[src/rtl/gain_slew_pkg.sv]
// Shared types and default constants for the gain slew-rate limiter.
// The fast-attack option is selected with GAIN_SLEW_FAST_ATTACK_EN (see gain_slew.sv).
package gain_slew_pkg;

    typedef enum logic [1:0] {
        ST_WAIT = 2'd0,
        ST_RAMP = 2'd1,
        ST_IDLE = 2'd2
    } state_t;

    localparam int DEF_NBITS         = 8;
    localparam int DEF_STEP          = 1;
    localparam int DEF_RATE_DIV      = 16;
    localparam int DEF_STABLE_CYCLES = 4;

endpackage

[src/rtl/step_prescaler.sv]
// Divides sample ticks by RATE_DIV while ramping; step is a one-clock strobe that
// coincides with the RATE_DIV-th tick since the last clear.
module step_prescaler
    import gain_slew_pkg::*;
#(
    parameter int RATE_DIV = DEF_RATE_DIV
) (
    input  logic clk_i,
    input  logic srst_i,
    input  logic clear_i,
    input  logic enable_i,
    input  logic sample_tick_i,
    output logic step_o
);

    localparam int TW = $clog2(RATE_DIV + 1);

    logic [TW-1:0] tick_cnt;
    logic          at_last;

    assign at_last = (tick_cnt == TW'(RATE_DIV - 1));
    assign step_o  = enable_i & sample_tick_i & at_last;

    // Clear wins over a coincident tick, so ticks are counted strictly after RAMP entry.
    always_ff @(posedge clk_i) begin
        if (srst_i || clear_i) begin
            tick_cnt <= '0;
        end else if (enable_i && sample_tick_i) begin
            if (at_last) begin
                tick_cnt <= '0;
            end else begin
                tick_cnt <= tick_cnt + TW'(1);
            end
        end
    end

endmodule

[src/rtl/gain_slew.sv]
// Slew-rate limiter for the gain word: filters the divider quotient for stability and
// ramps gain_o toward it. Define GAIN_SLEW_FAST_ATTACK_EN to make decreases instant.
module gain_slew
    import gain_slew_pkg::*;
#(
    parameter int NBITS         = DEF_NBITS,
    parameter int STEP          = DEF_STEP,
    parameter int RATE_DIV      = DEF_RATE_DIV,
    parameter int STABLE_CYCLES = DEF_STABLE_CYCLES
) (
    input  logic             clk_i,
    input  logic             srst_i,
    input  logic             sample_tick_i,
    input  logic [NBITS-1:0] target_i,
    output logic [NBITS-1:0] gain_o,
    output logic             settled_o,
    output logic             ramping_o
);

    localparam int SW = $clog2(STABLE_CYCLES + 1);
    localparam logic [NBITS:0]   STEP_W = (NBITS + 1)'(STEP);
    localparam logic [NBITS-1:0] STEP_N = NBITS'(STEP);

    state_t           state_q, state_d;
    logic [NBITS-1:0] gain_q, gain_d;
    logic [NBITS-1:0] target_q, target_d;
    logic [SW-1:0]    stab_q, stab_d;
    logic             ramp_start;
    logic             step;

    logic             dir_up;
    logic [NBITS:0]   diff;
    logic             close;

    step_prescaler #(
        .RATE_DIV (RATE_DIV)
    ) u_prescaler (
        .clk_i         (clk_i),
        .srst_i        (srst_i),
        .clear_i       (ramp_start),
        .enable_i      (state_q == ST_RAMP),
        .sample_tick_i (sample_tick_i),
        .step_o        (step)
    );

    // Distance to target in NBITS+1 bits so neither direction can wrap.
    always_comb begin
        dir_up = (target_q >= gain_q);
        if (dir_up) begin
            diff = {1'b0, target_q} - {1'b0, gain_q};
        end else begin
            diff = {1'b0, gain_q} - {1'b0, target_q};
        end
        close = (diff <= STEP_W);
    end

    always_ff @(posedge clk_i) begin
        if (srst_i) begin
            state_q  <= ST_WAIT;
            gain_q   <= '0;
            target_q <= '0;
            stab_q   <= '0;
        end else begin
            state_q  <= state_d;
            gain_q   <= gain_d;
            target_q <= target_d;
            stab_q   <= stab_d;
        end
    end

    always_comb begin
        state_d    = state_q;
        gain_d     = gain_q;
        target_d   = target_q;
        stab_d     = stab_q;
        ramp_start = 1'b0;

        // A moving target restarts the stability filter and freezes gain, even on a step edge.
        if (target_i != target_q) begin
            target_d = target_i;
            stab_d   = '0;
            state_d  = ST_WAIT;
        end else begin
            case (state_q)
                ST_WAIT: begin
                    if (stab_q == SW'(STABLE_CYCLES - 1)) begin
                        if (target_q == gain_q) begin
                            state_d = ST_IDLE;
`ifdef GAIN_SLEW_FAST_ATTACK_EN
                        end else if (target_q < gain_q) begin
                            gain_d  = target_q;
                            state_d = ST_IDLE;
`endif
                        end else begin
                            state_d    = ST_RAMP;
                            ramp_start = 1'b1;
                        end
                    end else begin
                        stab_d = stab_q + SW'(1);
                    end
                end
                ST_RAMP: begin
                    if (step) begin
                        if (close) begin
                            gain_d  = target_q;
                            state_d = ST_IDLE;
                        end else if (dir_up) begin
                            gain_d = gain_q + STEP_N;
                        end else begin
                            gain_d = gain_q - STEP_N;
                        end
                    end
                end
                ST_IDLE: begin
                    state_d = ST_IDLE;
                end
                default: begin
                    state_d = ST_WAIT;
                end
            endcase
        end
    end

    assign gain_o    = gain_q;
    assign settled_o = (state_q == ST_IDLE);
    assign ramping_o = (state_q == ST_RAMP);

endmodule

[config.mk]
export PLATFORM = sky130hd
export DESIGN_NAME = gain_slew
export DESIGN_NICKNAME = d
export VERILOG_FILES = /design/src/rtl/gain_slew_pkg.sv /design/src/rtl/step_prescaler.sv /design/src/rtl/gain_slew.sv
export SDC_FILE = /design/constraint.sdc
export NUM_CORES = 1
export LEC_CHECK = 0
export BUFFER_PORTS_ARGS = -buffer_cell sky130_fd_sc_hd__buf_4
export CORE_UTILIZATION = 45
export CTS_BUF_LIST = sky130_fd_sc_hd__clkbuf_16
export DETAILED_ROUTE_END_ITERATION = 6
export GPL_TIMING_DRIVEN = 1
export PLACE_DENSITY_LB_ADDON = 0.2
export SETUP_SLACK_MARGIN = 0.02
export SLEW_MARGIN = 25
export SYNTH_ARGS = -nofsm -noshare
export SYNTH_HDL_FRONTEND = slang
export SYNTH_HIERARCHICAL = 1
export SYNTH_SLANG_ARGS = --single-unit
[constraint.sdc]
create_clock -name clk_i -period 9.3 [get_ports clk_i]
set_input_delay 1.86 -clock clk_i [delete_from_list [all_inputs] [get_ports clk_i]]
set_output_delay 1.86 -clock clk_i [all_outputs]
set_load 0.01 [all_outputs]
==> impl_metrics.toml <==
[setup_path]
path_cells = "inv_1, ha_1, nor2b_1, o211ai_2, a21boi_1, o21a_1, nor2_2, ha_1, a21o_1, a21oi_1, nor2b_1, o21ai_0, a21oi_1, xnor2_1, nor3_1, nand2_1, a31oi_1"
r2r-start = "gain_o[1]"
crit_path_end_kind = "register"
crit_required_ns = 9.49
path_buf_inv = 1
cp.arrival_ns = 3.98
critical_path.max_stage_delay_ns = 0.44
cp_slowest_cell = "dfxtp_1"
cp_max_fo = 10
critPathKind = "reg2reg"
crit_path_start_kind = "register"
r2r-end = "gain_o[7]"
reg2reg_slack_ns = 5.51
reg2reg_depth = 17
crit_family = "compound AO/OA/AOI/OAI gates"

[sta]
fin_ws_ns = 5.51
period_needed_ns = 3.79
maxSlewViolCount = 0
fmax_mhz = 264
rsz0062_at_grt = "false"
relSlewSlack = 0.566
tightestPinTransition_ns = 0.651
fin_crit_sh = 0.408
holdWs_ns = 0.501
setup_violations = 0
fin_setup_tns_ns = 0
hold_viol_final = 0
clock_skew_ns = 0.00322

[synthesis]
synthArstFlopShare = 0
synthCells = 280
syn_nets = 323
yosysUniqueCellTypes = 54
netlist_area_um2 = 2340
syn_area_per_cell_um2 = 8.37
synth_warnings = 6
ys_ff_latch = 26
ys_seq_area_frac = 0.222
ys.flop_type = "dfxtp_1"
synth_edf_count = 0

[placement]
pre_cts_slack_ns = 5.54
dp.final_hpwl_um = 3950
io_buffers = 20
routabilityCongestion = 0.834

[pwr]
vdd.ir_drop.worst_v = 0.000102
fin_total_pwr_mw = 0.303
pwr-share-comb = 0.207
switching_share = 0.246
leakagePower_nw = 1.07
p_clk_frac = 0.409
pwr-share-seq = 0.384
p_switching_mw = 0.0745
power.density_nw_per_um2 = 116
intPower_mw = 0.228

[cts]
cts.sinks = 26
cts_root_buffer = "clkbuf_16"
cts_tree = "yes"
cts_resized = 0
clk_latency_ns = 0.26
cts.path.max_buffers = 2
cts_made_buffers = 3
cts_setup_buffers = 0
path_clk_slew_ns = 0.06
postCtsHoldBufs = 0
htree_levels = 1

[layout]
final_util = 0.535
area_growth_syn_to_layout_pct = 11.5
nets = 337
antennaDiodeCount = 0
drive_above_1_share = 0.140

[drt]
drt_iter0_markers = 123
drt_wl_total_um = 4960
via_per_inst = 5.35
first_pass_iters = 5
wl_per_cell_um = 13.8
ant_nets = 0
drc = 0
routed-via-count = 1927

[worst_hold_path]
hold_path_end = "u_prescaler/tick_cnt[4]"
min_path_cells = 1
hold_path.startpoint = "u_prescaler/tick_cnt[4]"
hold_class = "reg2reg"

[global_routing]
grt_max_degree = 22
grt_pass1_wl_um = 8520
overflow = 0
grt_pass1_vias = 1892
track_usage = 0.199
antenna_found_initial = 0

[floorplan]
core_um2 = 4880
die_w_um = 74.2
dieArea_um2 = 5500
ios = 21
initial_utilization = 0.480
num_rows = 25
die_y_um = 74.2

[status]
status = "finished clean"

[job]
cap_violations = 0
## worst max path at each step
stage                          from        end  slack, ns  cells after the start
final                     gain_o[1]  gain_o[7]       5.51                     17
after global routing      gain_o[1]  gain_o[7]       5.12                     17
after global placement    gain_o[1]  gain_o[7]       5.53                     17
after floorplan           gain_o[1]  gain_o[5]       5.98                     16
after CTS                 gain_o[1]  gain_o[7]       5.51                     17
after detailed placement  gain_o[1]  gain_o[7]       5.54                     17
## final cells by class
cell class / instances / area (um2)
sequential: 26 / 520
clock inverter: 1 / 30.0
clock buffer: 3 / 75.1
tap: 67 / 83.8
fill: 488 / 2270
multi-input combinational: 220 / 1670
inverter: 23 / 86.3
timing repair buffer: 20 / 150
## cells by family after synthesis
kind of cell | share of synthesized area
muxes | 0.0347
AOI/OAI and AO/OA | 0.199
buffers and inverters | 0.0667
xor gates and xnor gates | 0.0972
DFF | 0.222
adders and majority gates | 0.180
and+or+nand+nor | 0.200
## state kept, by name, indices dropped and copies added (netlist names)
signal                cells
target_q                  8
gain_o                    8
state_q                   2
stab_q                    3
u_prescaler/tick_cnt      5
## placed cells by master (no fill, tap or decap), types with 2 or more instances in the layout
master / n
a21oi_2: 2
clkbuf_16: 3
a21o_1: 5
dfxtp_1: 26
a31oi_1: 4
and3_1: 4
nand4_1: 2
buf_4: 20
nor3_1: 11
a21oi_1: 16
nand2b_1: 2
o21a_1: 3
o21ai_0: 9
a211oi_1: 10
ha_1: 29
xnor2_1: 19
or2_2: 2
inv_1: 23
fa_1: 3
nor2_1: 20
nand3_1: 10
nand2_2: 2
mux2i_1: 7
nor2b_1: 14
nand2_1: 11
o22ai_1: 2
or3_1: 2
xor2_1: 7
a2111o_1: 2
## cells in the mapped netlist, types with 2 or more instances
master    count  area (um2)
a21oi_2       2        17.5
mux2i_1       7        70.1
a21o_1        5        37.5
buf_6         3        33.8
a31oi_1       4        25.0
nor2b_1      14        87.6
xnor2_1      19         166
nor2_1       20        75.1
a211oi_1     10        75.1
nand2_2       2        12.5
nand4_1       2        12.5
ha_1         29         363
nand2b_1      2        12.5
or2_2         2        12.5
a21oi_1      16        80.1
fa_1          3        60.1
a2111o_1      2        22.5
clkbuf_1      4        15.0
o21a_1        3        22.5
inv_1        23        86.3
buf_2         2        10.0
dfxtp_1      26         521
nor3_1       11        55.1
and3_1        4        25.0
o21ai_0       9        45.0
nand2_1      11        41.3
o22ai_1       2        12.5
nand3_1      10        50.1
or3_1         2        12.5
xor2_1        7        61.3
## layer usage
metal,part of all wire,wire length (um),vias to the layer above,global-route usage
li1,-,-,1009,-
met5,0,0,-,0
met3,0.032,159,4,0.0122
met4,0.010,51,0,0.0513
met2,0.45,2250,40,0.336
met1,0.50,2500,874,0.275
## power by group through the flow
stage / clock network, mW / registers, mW / logic, mW
floorplan: 0 / 0.118 / 0.0509
global placement: 0 / 0.119 / 0.0621
detailed placement: 0 / 0.119 / 0.0624
CTS: 0.127 / 0.116 / 0.0630
global route: 0.131 / 0.116 / 0.0704
finish: 0.124 / 0.116 / 0.0628
## worst reg2reg max path, cell delays in order (launching register included)
cell and delay, ns:
dfxtp_1 0.44, inv_1 0.18, ha_1 0.38, nor2b_1 0.18
o211ai_2 0.14, a21boi_1 0.11, o21a_1 0.19, nor2_2 0.40
ha_1 0.33, a21o_1 0.18, a21oi_1 0.22, nor2b_1 0.07
o21ai_0 0.22, a21oi_1 0.12, xnor2_1 0.16, nor3_1 0.16
nand2_1 0.07, a31oi_1 0.17
## stage by stage
stage          std cells  cell area [um2]
2_1_floorplan        280             2340
3_3_place_gp         356             2510
3_5_place_dp         356             2510
4_1_cts              360             2610
5_1_grt              360             2610
6_report             360             2610
(Power assumes the default switching activity.)
